===== src/rtl/axi_stream_pkg.sv =====
// Shared definitions for the AXI-Stream mux/demux family.
//   AXIS_DATA_WIDTH : default tdata width shared by mux and demux
//   state_e         : demux packet-routing state
//   clog2_min1      : index width helper that never returns 0
package axi_stream_pkg;

  localparam int unsigned AXIS_DATA_WIDTH = 8;

  typedef enum logic [1:0] {
    IDLE  = 2'd0,
    ROUTE = 2'd1,
    DROP  = 2'd2
  } state_e;

  function automatic int unsigned clog2_min1(input int unsigned n);
    return (n < 2) ? 1 : $clog2(n);
  endfunction

endpackage


===== src/rtl/axi_stream_demux_if.sv =====
// Bus bundle for axi_stream_demux.
//   select, s_tdata/s_tvalid/s_tlast/s_tready : slave stream in
//   m_tdata/m_tvalid/m_tlast/m_tready         : NUM_STREAMS master lanes out
//   modport slave  : the demux side
//   modport master : the environment driving the slave stream and lane readies
interface axi_stream_demux_if
  import axi_stream_pkg::*;
#(
  parameter int unsigned DATA_WIDTH  = AXIS_DATA_WIDTH,
  parameter int unsigned NUM_STREAMS = 2,
  parameter int unsigned SEL_WIDTH   = clog2_min1(NUM_STREAMS)
);

  logic [SEL_WIDTH-1:0]              select;
  logic [DATA_WIDTH-1:0]             s_tdata;
  logic                              s_tvalid;
  logic                              s_tlast;
  logic                              s_tready;
  logic [NUM_STREAMS*DATA_WIDTH-1:0] m_tdata;
  logic [NUM_STREAMS-1:0]            m_tvalid;
  logic [NUM_STREAMS-1:0]            m_tlast;
  logic [NUM_STREAMS-1:0]            m_tready;

  modport slave (
    input  select, s_tdata, s_tvalid, s_tlast, m_tready,
    output s_tready, m_tdata, m_tvalid, m_tlast
  );

  modport master (
    output select, s_tdata, s_tvalid, s_tlast, m_tready,
    input  s_tready, m_tdata, m_tvalid, m_tlast
  );

endinterface


===== src/rtl/axi_stream_reg_slice.sv =====
// Single-entry output stage holding {valid, dest, data, last}.
//   aclk_i/aresetn_i : clock, async active-low reset
//   load_i           : capture dest_i/data_i/last_i this cycle
//   m_tready_i       : per-lane ready; the stage drains on m_tready_i[dest_o]
//   valid_o/dest_o/data_o/last_o : registered stage contents
//   free_o           : stage can accept a beat this cycle
module axi_stream_reg_slice
  import axi_stream_pkg::*;
#(
  parameter int unsigned DATA_WIDTH  = AXIS_DATA_WIDTH,
  parameter int unsigned NUM_STREAMS = 2,
  parameter int unsigned SEL_WIDTH   = clog2_min1(NUM_STREAMS)
) (
  input  logic                   aclk_i,
  input  logic                   aresetn_i,
  input  logic                   load_i,
  input  logic [SEL_WIDTH-1:0]   dest_i,
  input  logic [DATA_WIDTH-1:0]  data_i,
  input  logic                   last_i,
  input  logic [NUM_STREAMS-1:0] m_tready_i,
  output logic                   valid_o,
  output logic [SEL_WIDTH-1:0]   dest_o,
  output logic [DATA_WIDTH-1:0]  data_o,
  output logic                   last_o,
  output logic                   free_o
);

  logic                  valid_q, valid_d;
  logic [SEL_WIDTH-1:0]  dest_q, dest_d;
  logic [DATA_WIDTH-1:0] data_q, data_d;
  logic                  last_q, last_d;

  // Free when empty or draining this cycle, so load and drain can coincide.
  assign free_o = !valid_q || m_tready_i[dest_q];

  always_comb begin
    valid_d = valid_q;
    dest_d  = dest_q;
    data_d  = data_q;
    last_d  = last_q;
    if (load_i) begin
      valid_d = 1'b1;
      dest_d  = dest_i;
      data_d  = data_i;
      last_d  = last_i;
    end else if (valid_q && m_tready_i[dest_q]) begin
      valid_d = 1'b0;
    end
  end

  always_ff @(posedge aclk_i or negedge aresetn_i) begin
    if (!aresetn_i) begin
      valid_q <= 1'b0;
      dest_q  <= '0;
      data_q  <= '0;
      last_q  <= 1'b0;
    end else begin
      valid_q <= valid_d;
      dest_q  <= dest_d;
      data_q  <= data_d;
      last_q  <= last_d;
    end
  end

  assign valid_o = valid_q;
  assign dest_o  = dest_q;
  assign data_o  = data_q;
  assign last_o  = last_q;

endmodule


===== src/rtl/axi_stream_demux.sv =====
// Packet-aware AXI-Stream demultiplexer, 1-cycle latency, full throughput.
//   aclk, aresetn : clock, async active-low reset
//   bus (slave)   : select + slave stream in, NUM_STREAMS master lanes out
//   drop_count    : saturating count of packets discarded for bad select
// Destination is sampled on the first beat of a packet and held until tlast.
module axi_stream_demux
  import axi_stream_pkg::*;
#(
  parameter int unsigned DATA_WIDTH  = AXIS_DATA_WIDTH,
  parameter int unsigned NUM_STREAMS = 2,
  parameter int unsigned SEL_WIDTH   = clog2_min1(NUM_STREAMS),
  parameter int unsigned CNT_WIDTH   = 16
) (
  input  logic                 aclk,
  input  logic                 aresetn,
  axi_stream_demux_if.slave    bus,
  output logic [CNT_WIDTH-1:0] drop_count
);

  localparam logic [SEL_WIDTH:0] NUM_LIM = (SEL_WIDTH+1)'(NUM_STREAMS);

  state_e                state_q;
  logic [SEL_WIDTH-1:0]  lock_dest_q;
  logic [CNT_WIDTH-1:0]  drop_count_q;

  logic                  stage_free;
  logic                  accept;
  logic                  sel_ok;
  logic                  route_beat;
  logic [SEL_WIDTH-1:0]  beat_dest;
  logic                  out_valid;
  logic [SEL_WIDTH-1:0]  out_dest;
  logic [DATA_WIDTH-1:0] out_data;
  logic                  out_last;

  assign sel_ok       = {1'b0, bus.select} < NUM_LIM;
  // Dropped beats never touch the stage, so DROP consumes regardless of it.
  assign bus.s_tready = (state_q == DROP) ? 1'b1 : stage_free;
  assign accept       = bus.s_tvalid && bus.s_tready;
  assign route_beat   = accept && ((state_q == ROUTE) || ((state_q == IDLE) && sel_ok));
  assign beat_dest    = (state_q == ROUTE) ? lock_dest_q : bus.select;

  always_ff @(posedge aclk or negedge aresetn) begin
    if (!aresetn) begin
      state_q      <= IDLE;
      lock_dest_q  <= '0;
      drop_count_q <= '0;
    end else if (accept) begin
      case (state_q)
        IDLE: begin
          if (sel_ok) begin
            lock_dest_q <= bus.select;
            if (!bus.s_tlast) state_q <= ROUTE;
          end else begin
            if (drop_count_q != '1) drop_count_q <= drop_count_q + CNT_WIDTH'(1);
            if (!bus.s_tlast) state_q <= DROP;
          end
        end
        ROUTE, DROP: begin
          if (bus.s_tlast) state_q <= IDLE;
        end
        default: state_q <= IDLE;
      endcase
    end
  end

  assign drop_count = drop_count_q;

  axi_stream_reg_slice #(
    .DATA_WIDTH (DATA_WIDTH),
    .NUM_STREAMS(NUM_STREAMS),
    .SEL_WIDTH  (SEL_WIDTH)
  ) u_stage (
    .aclk_i    (aclk),
    .aresetn_i (aresetn),
    .load_i    (route_beat),
    .dest_i    (beat_dest),
    .data_i    (bus.s_tdata),
    .last_i    (bus.s_tlast),
    .m_tready_i(bus.m_tready),
    .valid_o   (out_valid),
    .dest_o    (out_dest),
    .data_o    (out_data),
    .last_o    (out_last),
    .free_o    (stage_free)
  );

  for (genvar g = 0; g < NUM_STREAMS; g++) begin : g_lane
    assign bus.m_tvalid[g] = out_valid && (out_dest == SEL_WIDTH'(g));
    assign bus.m_tlast[g]  = out_last && (out_dest == SEL_WIDTH'(g));
    assign bus.m_tdata[g*DATA_WIDTH +: DATA_WIDTH] =
      (out_dest == SEL_WIDTH'(g)) ? out_data : '0;
  end

endmodule


===== src/flat_wrapper.sv =====
// flat-port wrapper written by rule: the top's interface ports become plain ports
module axi_stream_demux_flat import axi_stream_pkg::*;
#(
  parameter int unsigned DATA_WIDTH  = AXIS_DATA_WIDTH,
  parameter int unsigned NUM_STREAMS = 2,
  parameter int unsigned SEL_WIDTH   = clog2_min1(NUM_STREAMS),
  parameter int unsigned CNT_WIDTH   = 16
)
  (aclk, aresetn, drop_count, bus_select, bus_s_tdata, bus_s_tvalid, bus_s_tlast, bus_m_tready, bus_s_tready, bus_m_tdata, bus_m_tvalid, bus_m_tlast);
  axi_stream_demux_if #(.DATA_WIDTH(DATA_WIDTH), .NUM_STREAMS(NUM_STREAMS), .SEL_WIDTH(SEL_WIDTH)) bus_i ();
  input  logic aclk;
  input  logic aresetn;
  output logic [CNT_WIDTH-1:0] drop_count;
  input wire logic [$bits(bus_i.select)-1:0] bus_select;
  input wire logic [$bits(bus_i.s_tdata)-1:0] bus_s_tdata;
  input wire logic [$bits(bus_i.s_tvalid)-1:0] bus_s_tvalid;
  input wire logic [$bits(bus_i.s_tlast)-1:0] bus_s_tlast;
  input wire logic [$bits(bus_i.m_tready)-1:0] bus_m_tready;
  output wire logic [$bits(bus_i.s_tready)-1:0] bus_s_tready;
  output wire logic [$bits(bus_i.m_tdata)-1:0] bus_m_tdata;
  output wire logic [$bits(bus_i.m_tvalid)-1:0] bus_m_tvalid;
  output wire logic [$bits(bus_i.m_tlast)-1:0] bus_m_tlast;
  assign bus_i.select = bus_select;
  assign bus_i.s_tdata = bus_s_tdata;
  assign bus_i.s_tvalid = bus_s_tvalid;
  assign bus_i.s_tlast = bus_s_tlast;
  assign bus_i.m_tready = bus_m_tready;
  assign bus_s_tready = bus_i.s_tready;
  assign bus_m_tdata = bus_i.m_tdata;
  assign bus_m_tvalid = bus_i.m_tvalid;
  assign bus_m_tlast = bus_i.m_tlast;
  axi_stream_demux #(.DATA_WIDTH(DATA_WIDTH), .NUM_STREAMS(NUM_STREAMS), .SEL_WIDTH(SEL_WIDTH), .CNT_WIDTH(CNT_WIDTH)) u_core (.aclk(aclk), .aresetn(aresetn), .bus(bus_i), .drop_count(drop_count));
endmodule

===== config.mk =====
export PLATFORM = sky130hd
export DESIGN_NAME = axi_stream_demux_flat
export DESIGN_NICKNAME = d
export VERILOG_FILES = /design/src/rtl/axi_stream_pkg.sv /design/src/rtl/axi_stream_demux_if.sv /design/src/rtl/axi_stream_reg_slice.sv /design/src/rtl/axi_stream_demux.sv /design/src/flat_wrapper.sv
export SDC_FILE = /design/constraint.sdc
export NUM_CORES = 1
export LEC_CHECK = 0
export CORE_MARGIN = 5
export CORE_UTILIZATION = 37
export CTS_BUF_LIST = sky130_fd_sc_hd__clkbuf_4 sky130_fd_sc_hd__clkbuf_8
export DETAILED_ROUTE_END_ITERATION = 16
export PLACE_DENSITY = 0.87
export SYNTH_ARGS = -nofsm -noshare
export SYNTH_HDL_FRONTEND = slang
export SYNTH_HIERARCHICAL = 1
export SYNTH_SLANG_ARGS = --single-unit

===== constraint.sdc =====
create_clock -name aclk -period 1.8 [get_ports aclk]
set_clock_uncertainty 0.1 [all_clocks]
set_input_delay 0.36 -clock aclk [delete_from_list [all_inputs] [get_ports aclk]]
set_output_delay 0.36 -clock aclk [all_outputs]
set_load 0.01 [all_outputs]

== Word-level counts from Yosys, hierarchy flattened ==
Index checks and enable logic that the tools add are counted.
W data, S select, Z words.

* Register bits after elaboration: 14
* Input port bits: 15
* Output and inout bits: 37
* Logic and storage cells: 38

* $lt $le $gt $ge: 1
* Equal/unequal tests: 4
* Muxes and demuxes: 11
* Bitwise logic cells: 1
* Reduce and logical (&&, ||, !) cells: 15

{| class="wikitable"
|+ Operator list
! cell !! number
|-
| $mux W8 || 2
|-
| $logic_and A1 B1 Y1 || 7
|-
| $mux W1 || 6
|-
| $mux W2 || 2
|-
| $ne A2 B2 Y1 const B || 2
|-
| $pmux W2 S2 || 1
|-
| $reduce_and A3 Y1 || 1
|-
| $eq A2 B1 Y1 const B || 1
|-
| $eq A2 B2 Y1 const B || 1
|-
| $logic_not A2 Y1 || 1
|-
| $logic_or A1 B1 Y1 || 2
|-
| $lt A1 B2 Y1 const B || 1
|-
| $reduce_and A2 Y1 || 1
|-
| $reduce_bool A2 Y1 || 1
|-
| $reduce_or A2 Y1 || 1
|-
| $logic_not A1 Y1 || 1
|-
| $not A1 Y1 || 1
|}

== Longest topological paths before layout ==
Gate-level depths: netlist of the first run.

* Depth in word-level cells: 7
* Gate-level depth with buffers: 5

== Hierarchy ==
The synthesis of the first run kept the hierarchy.

{| class="wikitable"
|+ Modules (own cells, without submodules)
! module !! instances !! cells each !! area each (um2)
|-
| axi_stream_reg_slice || 1 || 25 || 455.4
|-
| axi_stream_demux || 1 || 47 || 379.1
|}

== Least setup slack after synthesis of the first run ==
Ideal clock, no wire load.

* Path type: flip-flop to flip-flop
* From: register u_core.u_stage.dest_q (netlist: u_core/u_stage/dest_o)
* To: register u_core.u_stage.data_q[0] (netlist: u_core/u_stage/data_o[0])
* Library setup time: 0.125 ns
* Arrival time: 1.434 ns
* Data required time: 1.575 ns
* Path slack: 0.141 ns
* Stages on the path, launching flop included: 6
* Clock period less this slack: 1.659 ns
* Cells stage by stage: dfrtp_1 -> mux2i_1 -> nand2_1 -> and2_2 -> buf_6 -> mux2_4

* Longest elaborated chain between the ends: 6

{| class="wikitable"
|+ RTL lines
! element !! RTL line !! RTL
|-
| start: declaration || axi_stream_reg_slice.sv:29 || <nowiki>logic [SEL_WIDTH-1:0] dest_q, dest_d;</nowiki>
|-
| start signal: assignment || axi_stream_reg_slice.sv:59 || <nowiki>dest_q <= dest_d;</nowiki>
|-
| $mux W1 (not written as such) (2 in series) || axi_stream_reg_slice.sv:34 || <nowiki>assign free_o = !valid_q || m_tready_i[dest_q];</nowiki>
|-
| $logic_or A1 B1 Y1 || axi_stream_reg_slice.sv:34 ||
|-
| $mux W1 || axi_stream_demux.sv:38 || <nowiki>assign bus.s_tready = (state_q == DROP) ? 1'b1 : stage_free;</nowiki>
|-
| named net bus_s_tready || flat_wrapper.sv:19 || <nowiki>output wire logic [$bits(bus_i.s_tready)-1:0] bus_s_tready;</nowiki>
|-
| $logic_and A1 B1 Y1 || axi_stream_demux.sv:39 || <nowiki>assign accept = bus.s_tvalid && bus.s_tready;</nowiki>
|-
| named net u_core.accept || axi_stream_demux.sv:27 || <nowiki>logic accept;</nowiki>
|-
| $logic_and A1 B1 Y1 || axi_stream_demux.sv:40 || <nowiki>assign route_beat = accept && ((state_q == ROUTE) || ((state_q == IDLE) && sel_ok));</nowiki>
|-
| end signal: assignment || axi_stream_reg_slice.sv:60 || <nowiki>data_q <= data_d;</nowiki>
|-
| end: declaration || axi_stream_reg_slice.sv:30 || <nowiki>logic [DATA_WIDTH-1:0] data_q, data_d;</nowiki>
|}

The timed path passes the listed nets, and every way through them passes these cells. The select of a mux whose other input is x is not followed.
A chain may end at the register's enable or synchronous reset.

== Final worst setup path of the first run ==
* From: register u_core.u_stage.dest_q (netlist: u_core/u_stage/dest_o)
* To: output port bus_s_tready

* Longest elaborated chain between the ends: 4

{| class="wikitable"
|+ RTL lines
! element !! RTL line
|-
| $mux W1 (not written as such) (2 in series) || axi_stream_reg_slice.sv:34
|-
| $logic_or A1 B1 Y1 || axi_stream_reg_slice.sv:34
|-
| $mux W1 || axi_stream_demux.sv:38
|-
| end: declaration || flat_wrapper.sv:19
|}

No other way between the ends. The select of a mux whose other input is x is not followed.

==> reports/qor.yml, run 1 <==
global_route:
  groute.usage.overall: 0.0973
  grt_antenna_before_repair: 0
  gr-total-overflow: 0
  grt_start_max_net_pins: 14
  grt_pass1_vias: 569
  grt_pass1_wl_mm: 2.53
min_path:
  hold_class: "in -> async"
die:
  die-area_mm2: 0.00331
  start_util: 0.381
  die_w_um: 57.5
  core_area_mm2: 0.00219
  ios: 52
  die_y_um: 57.5
  row_count: 17
timing:
  drv_slew: 0
  finalCritPeriodShare: 0.970
  tightest_slew_ns: 0.588
  setup_violations: 0
  rsz0062_at_grt: "yes"
  hold_violations: 0
  period_needed_ns: 1.75
  max_slew_margin: 0.607
  fmax_ghz: 0.573
  hold_slack_ns: 0.363
routing:
  drc_errors: 0
  drt_first_pass_iters: 1
  vias: 593
  via_per_inst: 4.06
  drt_iter0_markers: 0
  antenna_left: 0
  avgRoutedWirePerCell_um: 11.8
  drt-total-wl_mm: 1.72
final_layout:
  nNetsFinal: 134
  fin_area_mm2: 0.00121
  post-route-util: 0.551
  final_cells: 146
  diodes: 0
  final_cell_mix: "conb_1, clkdlybuf4s50_1, dfrtp_1"
  layout_commonest_cell: "conb_1"
  n_fill_cell: 211
  area_growth_pct: 44.7
  drive_gt1_frac: 0.339
power_and_ir_drop:
  swShare: 0.335
  clockPowerShare: 0.112
  p_int_mw: 1.10
  power_switching_uw: 555
  power.share.sequential: 0.293
  leakage_nw: 0.636
  ir_worst_vdd_mv: 0.702
  power_density_mw_per_mm2: 1370
  pwr-share-comb: 0.595
worst_setup_path:
  r2r_cells: 7
  worst_setup_path_end_kind: "output pin"
  critPathRequiredTime_ns: 1.34
  critPathKind: "reg -> out"
  crit_fanout: 4
  cp.arrival_ns: 1.29
  cp-start-kind: "register"
synthesis:
  ys.warnings.count: 6
  synth.distinct_cells: 16
  ys_seq_area_frac: 0.390
  syn-cell-area_um2: 835
  synth_area_per_cell_um2: 11.6
  syn_inst: 72
  synth-seq-cells: 13
placement:
  dpl.hpwl_mm: 1.37
  postPlaceCellArea_mm2: 0.00118
  gp_congestion: 0.680
  io_buffers: 35
  dp_cells: 137
cts:
  cts_tree: "built"
  cts_max_level: 1
  cts_hold_buf: 0
  cts.sinks: 13
  ctsRootBufferMaster: "clkbuf_4"
  cts_buffers: 3
  cts.clk_slew.worst_paths_ns: 0.08
  insertion_delay_ns: 0.26
  clk_path_buf_depth: 2
job:
  drv_cap: 0
outcome:
  status: "finished clean"
## through the flow
step	setup TNS, ns	power (mW)	setup slack [ns]
floorplan	0	1.04	0.141
global placement	-1.37	1.52	-0.188
detailed placement	-2.03	1.56	-0.218
CTS	-0.0455	1.67	-0.0455
global route	-0.0466	1.78	-0.0309
finish	0	1.66	0.0541
## layout make-up
class,instances,area [um^2],area share
Multi-Input combinational cell,55,432,0.358
Timing Repair Buffer,46,384,0.318
Sequential cell,13,327,0.270
Tap cell,28,35.0,0.0290
Clock buffer,4,30.0,0.0249
## flip-flops by register name, summed over array words and instances (netlist names)
signal                  flops
u_core/state_q              1
u_core/u_stage/last_o       1
u_core/u_stage/data_o       8
u_core/lock_dest_q          1
u_core/u_stage/valid_o      1
u_core/u_stage/dest_o       1
## worst max-delay path, stage by stage (launching register included)
cell and delay, ns:
dfrtp_2 0.44, buf_6 0.13, mux2i_2 0.19, nand2_1 0.11
buf_2 0.15
## routing by layer
metal,global-route usage,wire (um),up-vias
li1,-,-,292
met1,0.107,659,276
met2,0.185,925,25
met3,0.0249,138,0
met4,0.0199,0,0
met5,0,0,-
## logic make-up after synthesis
group,Yosys count,share of synthesized area
compound gates,3,0.0225
simple gates,23,0.198
buf+inv,19,0.166
flops,13,0.390
other cells,1,0.00449
mux,13,0.219
## final timing paths
check / from / slack [ns] / to
max in group asynchronous: aresetn / 0.82 / u_core/u_stage/dest_o
setup / recovery: u_core/u_stage/dest_o / 0.05 / bus_s_tready
hold reg to reg: u_core/u_stage/data_o[0] / 0.43 / u_core/u_stage/data_o[0]
setup reg to reg: u_core/u_stage/dest_o / 0.09 / u_core/lock_dest_q
hold / removal: aresetn / 0.36 / u_core/u_stage/data_o[4]
min in group aclk: u_core/u_stage/data_o[0] / 0.43 / u_core/u_stage/data_o[0]
## synthesized netlist by cell type (all sizes together)
| cell type | instances | area, um^2 |
|---|---|---|
| clkbuf | 2 | 7.51 |
| mux2 | 12 | 173 |
| mux2i | 1 | 10.0 |
| dfrtp | 13 | 325 |
| a21oi | 2 | 10.0 |
| nor2b | 3 | 18.8 |
| and2b | 7 | 52.6 |
| conb | 1 | 3.75 |
| nand3b | 1 | 20.0 |
| buf | 17 | 131 |
| a21o | 1 | 8.76 |
| nand2 | 1 | 3.75 |
| and2 | 11 | 70.1 |
## what timing repair did
item	4_1_cts	5_1_grt
buffers inserted	4	1
endpoints found under the setup margin	21	16
pin swaps	1	1
resized for setup	43	8
endpoints found under the hold margin	0	0
## power groups by stage
stage | sequential [mW] | clock [mW] | combinational [mW]
finish | 0.485 | 0.186 | 0.986
global route | 0.500 | 0.215 | 1.06
CTS | 0.485 | 0.197 | 0.984
detailed placement | 0.497 | 0 | 1.07
global placement | 0.487 | 0 | 1.04
floorplan | 0.458 | 0 | 0.580
Note: power is estimated with default switching activity, not from simulation.
==> inputs of run 2 (changes only) <==
--- a/config.mk
+++ b/config.mk
@@ -9,6 +9,7 @@
 export CORE_UTILIZATION = 37
 export CTS_BUF_LIST = sky130_fd_sc_hd__clkbuf_4 sky130_fd_sc_hd__clkbuf_8
 export DETAILED_ROUTE_END_ITERATION = 16
+export HOLD_SLACK_MARGIN = 0.06
 export PLACE_DENSITY = 0.87
 export SYNTH_ARGS = -nofsm -noshare
 export SYNTH_HDL_FRONTEND = slang
==> results of run 2 <==
The final DEF is identical to that of run 1; final timing and power are the same.
